`config.mk`:
```
export PLATFORM = sky130hd
export DESIGN_NAME = ifetch_ctrl
export DESIGN_NICKNAME = d
export VERILOG_FILES = /design/src/rtl/my_pkg.sv /design/src/rtl/ifetch_fifo.sv /design/src/rtl/ifetch_ctrl.sv
export SDC_FILE = /design/constraint.sdc
export NUM_CORES = 1
export LEC_CHECK = 0
export CAP_MARGIN = 30
export CORE_MARGIN = 2
export CORE_UTILIZATION = 55
export CTS_CLUSTER_SIZE = 8
export DETAILED_ROUTE_END_ITERATION = 10
export MAX_ROUTING_LAYER = met4
export PLACE_DENSITY = 0.86
export RECOVER_POWER = 25
export REMOVE_ABC_BUFFERS = 1
export SLEW_MARGIN = 20
export SYNTH_ARGS = -nofsm -noshare
export SYNTH_HDL_FRONTEND = slang
export SYNTH_HIERARCHICAL = 1
export SYNTH_SLANG_ARGS = --single-unit
export TNS_END_PERCENT = 10
```
`constraint.sdc`:
```
create_clock -name clk -period 20.1 [get_ports clk]
set_input_delay 3.015 -clock clk [delete_from_list [all_inputs] [get_ports clk]]
set_output_delay 3.015 -clock clk [all_outputs]
set_load 0.01 [all_outputs]
```
`src/rtl/my_pkg.sv`:
```
// Shared widths, memory geometry and fetch-path types for the instruction fetch block.
package my_pkg;

  localparam int ADDR_WIDTH     = 32;
  localparam int DATA_WIDTH     = 32;
  localparam int MEM_INST_DEPTH = 64;

  typedef enum logic {IF_RUN, IF_FAULT} if_state_e;

  typedef struct packed {
    logic [ADDR_WIDTH-1:0] pc;
    logic [DATA_WIDTH-1:0] inst;
    logic                  fault;
  } if_entry_t;

  // A fetch faults when the byte address is not word aligned or the word index lies past the memory
  function automatic logic addr_fault(input logic [ADDR_WIDTH-1:0] addr);
    return (addr[1:0] != 2'b00) |
           (addr[ADDR_WIDTH-1:2] >= (ADDR_WIDTH-2)'(MEM_INST_DEPTH));
  endfunction

endpackage

```
`src/rtl/ifetch_fifo.sv`:
```
// Two-entry in-order buffer of fetched entries toward decode; flush beats push and pop.
module ifetch_fifo
  import my_pkg::*;
(
  input  logic      clk,
  input  logic      rst_n,
  input  logic      flush,
  input  logic      push,
  input  if_entry_t push_data,
  input  logic      pop,
  output if_entry_t head,
  output logic [1:0] count
);

  logic [1:0] count_q;
  logic       wr_ptr_q;
  logic       rd_ptr_q;
  if_entry_t  mem_q [2];

  // Occupancy and pointers; a full push+pop writes the slot being vacated this cycle
  always_ff @(posedge clk or negedge rst_n) begin
    if (!rst_n) begin
      count_q  <= 2'd0;
      wr_ptr_q <= 1'b0;
      rd_ptr_q <= 1'b0;
    end else if (flush) begin
      count_q  <= 2'd0;
      wr_ptr_q <= 1'b0;
      rd_ptr_q <= 1'b0;
    end else begin
      if (push) wr_ptr_q <= ~wr_ptr_q;
      if (pop)  rd_ptr_q <= ~rd_ptr_q;
      case ({push, pop})
        2'b10:   count_q <= count_q + 2'd1;
        2'b01:   count_q <= count_q - 2'd1;
        default: count_q <= count_q;
      endcase
    end
  end

  // Entry storage carries no reset; occupancy alone decides what is visible
  always_ff @(posedge clk) begin
    if (push && !flush) mem_q[wr_ptr_q] <= push_data;
  end

  assign head  = mem_q[rd_ptr_q];
  assign count = count_q;

endmodule

```
`src/rtl/ifetch_ctrl.sv`:
```
// Fetch sequencer: owns the PC, addresses the combinational instruction memory and
// buffers each returned word with its fault flag toward decode.
module ifetch_ctrl
  import my_pkg::*;
#(
  parameter logic [ADDR_WIDTH-1:0] RESET_PC   = '0,
  parameter int                    FIFO_DEPTH = 2
) (
  input  logic                  clk,
  input  logic                  rst_n,
  input  logic                  fetch_en,
  input  logic                  redirect_valid,
  input  logic [ADDR_WIDTH-1:0] redirect_pc,
  output logic [ADDR_WIDTH-1:0] imem_addr,
  input  logic [DATA_WIDTH-1:0] imem_inst,
  output logic                  if_valid,
  input  logic                  if_ready,
  output logic [DATA_WIDTH-1:0] if_inst,
  output logic [ADDR_WIDTH-1:0] if_pc,
  output logic                  if_fault
);

  // The buffer is built for exactly two entries; the depth only sets the full level
  localparam logic [1:0] FULL_CNT = 2'(FIFO_DEPTH);

  logic [ADDR_WIDTH-1:0] pc_q;
  if_state_e             state_q;
  if_state_e             state_d;
  logic                  fire;
  logic                  pop;
  logic                  fault_chk;
  logic                  has_head;
  logic [1:0]            count;
  if_entry_t             head;
  if_entry_t             push_entry;

  assign fault_chk = addr_fault(pc_q);
  assign has_head  = (count != 2'd0);
  assign if_valid  = has_head & ~redirect_valid;
  assign pop       = if_valid & if_ready;

  // FSM state register
  always_ff @(posedge clk or negedge rst_n) begin
    if (!rst_n) state_q <= IF_RUN;
    else        state_q <= state_d;
  end

  // FSM next state: a redirect always restarts fetching, a faulting fetch halts it
  always_comb begin
    state_d = state_q;
    if (redirect_valid)                        state_d = IF_RUN;
    else if (state_q == IF_RUN && fire && fault_chk) state_d = IF_FAULT;
  end

  // FSM output: a fetch fires when running, enabled, not redirected and a slot is free
  always_comb begin
    fire = 1'b0;
    if (state_q == IF_RUN && fetch_en && !redirect_valid &&
        (count < FULL_CNT || pop))
      fire = 1'b1;
  end

  // PC register: redirect wins; a faulting fetch leaves the PC parked on the bad address
  always_ff @(posedge clk or negedge rst_n) begin
    if (!rst_n)                  pc_q <= RESET_PC;
    else if (redirect_valid)     pc_q <= redirect_pc;
    else if (fire && !fault_chk) pc_q <= pc_q + ADDR_WIDTH'(4);
  end

  assign push_entry.pc    = pc_q;
  assign push_entry.inst  = fault_chk ? '0 : imem_inst;
  assign push_entry.fault = fault_chk;

  ifetch_fifo u_fifo (
    .clk       (clk),
    .rst_n     (rst_n),
    .flush     (redirect_valid),
    .push      (fire),
    .push_data (push_entry),
    .pop       (pop),
    .head      (head),
    .count     (count)
  );

  assign imem_addr = pc_q;
  assign if_pc     = has_head ? head.pc    : '0;
  assign if_inst   = has_head ? head.inst  : '0;
  assign if_fault  = has_head ? head.fault : 1'b0;

endmodule

```
==> impl_metrics.env <==
export IMPL_clock_sinks=167
export IMPL_cts_setup_buffers=0
export IMPL_drv_slew=38
export IMPL_n_antenna_cell=0
export IMPL_vdd_drop_max_mv=0.0586
export IMPL_synth_ff_latch_count=167
export IMPL_synthFlopType="edfxtp_1"
export IMPL_grt_use_total_pct=22.3
export IMPL_viasPerCell=5.49
export IMPL_relSlewSlack_pct=-35.4
export IMPL_hold_class="flop to flop"
export IMPL_pwr_share_clk_pct=36.0
export IMPL_cp_max_fo=44
export IMPL_gp_routability_congestion=0.879
export IMPL_die_y_um=121
export IMPL_synth_edf_count=130
export IMPL_postRouteWirelength_mm=15.4
export IMPL_synth_area_leader_cell="edfxtp_1"
export IMPL_power_density_nw_per_um2=85.6
export IMPL_final_util_pct=72.7
export IMPL_root_buffer="clkbuf_16"
export IMPL_area_growth_pct=28.1
export IMPL_switching_share_pct=23.0
export IMPL_setup_viol=0
export IMPL_layout_commonest_cell="clkdlybuf4s50_1"
export IMPL_grt_max_degree=45
export IMPL_htreeDepth=4
export IMPL_cts_repair_resize_count=0
export IMPL_fmax_ghz=0.139
export IMPL_power_frac_comb_pct=15.5
export IMPL_async_flop_share_pct=22.2
export IMPL_dr_pass1_iters=5
export IMPL_rsz0062_at_grt="no"
export IMPL_nNetsFinal=698
export IMPL_core_area_um2=13300
export IMPL_required_ps=17090
export IMPL_drt_iter0_markers=445
export IMPL_leakage_uw=0.00343
export IMPL_drcViolationCount=0
export IMPL_grt_pass1_wl_mm=24.0
export IMPL_clkTransAtPathRegs_ps=60
export IMPL_fp_dieW_um=121
export IMPL_fin_crit_ps=7180
export IMPL_synthTopCellsByArea="edfxtp_1, dfrtp_1, mux2_4"
export IMPL_endpoint_kind="primary output"
export IMPL_numCtsBuffers=17
export IMPL_clk_latency_ps=420
export IMPL_tns_ps=0
export IMPL_tritoncts="yes"
export IMPL_syn_area_per_cell_um2=15.4
export IMPL_total_switching_power_uw=191
export IMPL_dp_hpwl_mm=9.97
export IMPL_netlist_instances=493
export IMPL_port_buffers=166
export IMPL_synthDistinctLibCells=45
export IMPL_cp_arrival_ps=4170
export IMPL_skew_ps=7.03
export IMPL_wl_per_cell_um=18.9
export IMPL_seq_power_share_pct=48.6
export IMPL_netlist_area_leader_share_pct=51.6
export IMPL_ys_seq_area_share_pct=63.8
export IMPL_drv_cap=1
export IMPL_layout_common_cells="clkdlybuf4s50_1, edfxtp_1, nor2b_1"
export IMPL_die_area_um2=14700
export IMPL_row_count=42
export IMPL_vias=4478
export IMPL_path_class="input port to primary output"
export IMPL_p_int_uw=639
export IMPL_start_util_pct=56.7
export IMPL_cp_start_kind="input port"
export IMPL_worst_slew_pin_transition_ps=2030
export IMPL_power_total_uw=831
export IMPL_grt_pass1_vias=4590
export IMPL_fin_crit_sh_pct=35.7
export IMPL_syn_area_um2=7570
export IMPL_ant_nets=0
export IMPL_ios=167
export IMPL_cts_hold_buf=0
export IMPL_overflow=0
export IMPL_drive_gt1_share_pct=21.1
export IMPL_cts_buffer_depth=2
export IMPL_yosysWarnings=6
export IMPL_finalHoldViolCount=0
export IMPL_violations="max-capacitance violations, max-slew violations"
export IMPL_status="finished with violations"
export IMPL_antenna_found_initial=0
==> routing by layer <==
layer	GRT usage, %	routed length, µm	vias to the layer above
met2	37.7	7920	191
met3	3.90	870	18
met1	27.0	6400	2212
met4	8.55	213	0
met5	-	0	-
li1	-	-	2057
==> path summary, 6_finish.rpt <==
kind | slack (ps) | start | depth (start not counted) | end
worst max register to register | 17560 | u_fifo/count[0] | 7 | u_fifo/count[1]
worst min-delay path | 540 | state_q | 1 | state_q
max in group asynchronous | 15490 | rst_n | 1 | u_fifo/rd_ptr_q
worst max-delay path | 12920 | redirect_valid | 4 | if_valid
worst min register to register | 540 | state_q | 1 | state_q
min in group asynchronous | 3180 | rst_n | 1 | imem_addr[10]
==> synthesized netlist by cell type, drive strengths merged, types with 2 or more instances <==
cell     count
nand4        5
nand3        4
ha           2
inv          8
edfxtp     130
nor4         9
a41oi        2
nor2        12
a2bb2oi      2
mux2        90
dfrtp       37
a221oi       2
nor3         3
o21ai        2
nor3b        3
nor2b       65
xnor2        2
and3b        3
and2         2
buf         45
clkbuf      13
and3        34
nand2        5
==> state kept, by name, summed over array words and instances (netlist names) <==
name and count:
imem_addr 32, state_q 1, u_fifo/count 2, u_fifo/mem_q 130, u_fifo/rd_ptr_q 1, u_fifo/wr_ptr_q 1
==> power groups by stage <==
stage               registers, µW  clock network (µW)  logic [µW]
floorplan                     411                   0        53.1
global placement              411                   0         124
detailed placement            410                   0         129
CTS                           404                 303         130
global route                  405                 317         137
finish                        403                 299         128
==> stage by stage <==
step	worst slack, ps	hold WS, ps	instance area (µm²)	cells
after floorplan	11130	470	7190	435
after global placement	12960	486	9120	782
after detailed placement	12930	502	9160	784
after CTS	12920	527	9710	816
after global routing	12850	534	9700	816
final	12920	537	9700	816
==> layout make-up <==
type,instances,area [µm²]
Clock buffer,24,472
Clock inverter,8,75.1
Fill cell,852,3650
Inverter,8,30.0
Multi-Input combinational cell,260,2330
Sequential cell,167,4830
Tap cell,176,220
Timing Repair Buffer,173,1740
==> critical path, cell delays in order <==
cell and delay (ps):
buf_2 70, buf_4 440, nor2_1 120, clkdlybuf4s50_1 500
==> cells by family after synthesis <==
kind of cell	Yosys count	synth area share, %
AOI/OAI and AO/OA	16	1.74
xor gates and xnor gates	3	0.347
adders and majority gates	2	0.330
buffers and inverters	66	5.49
DFF	167	63.8
muxes	90	15.4
and+or+nand+nor	149	13.0
Power figures use the tool's default switching activity.
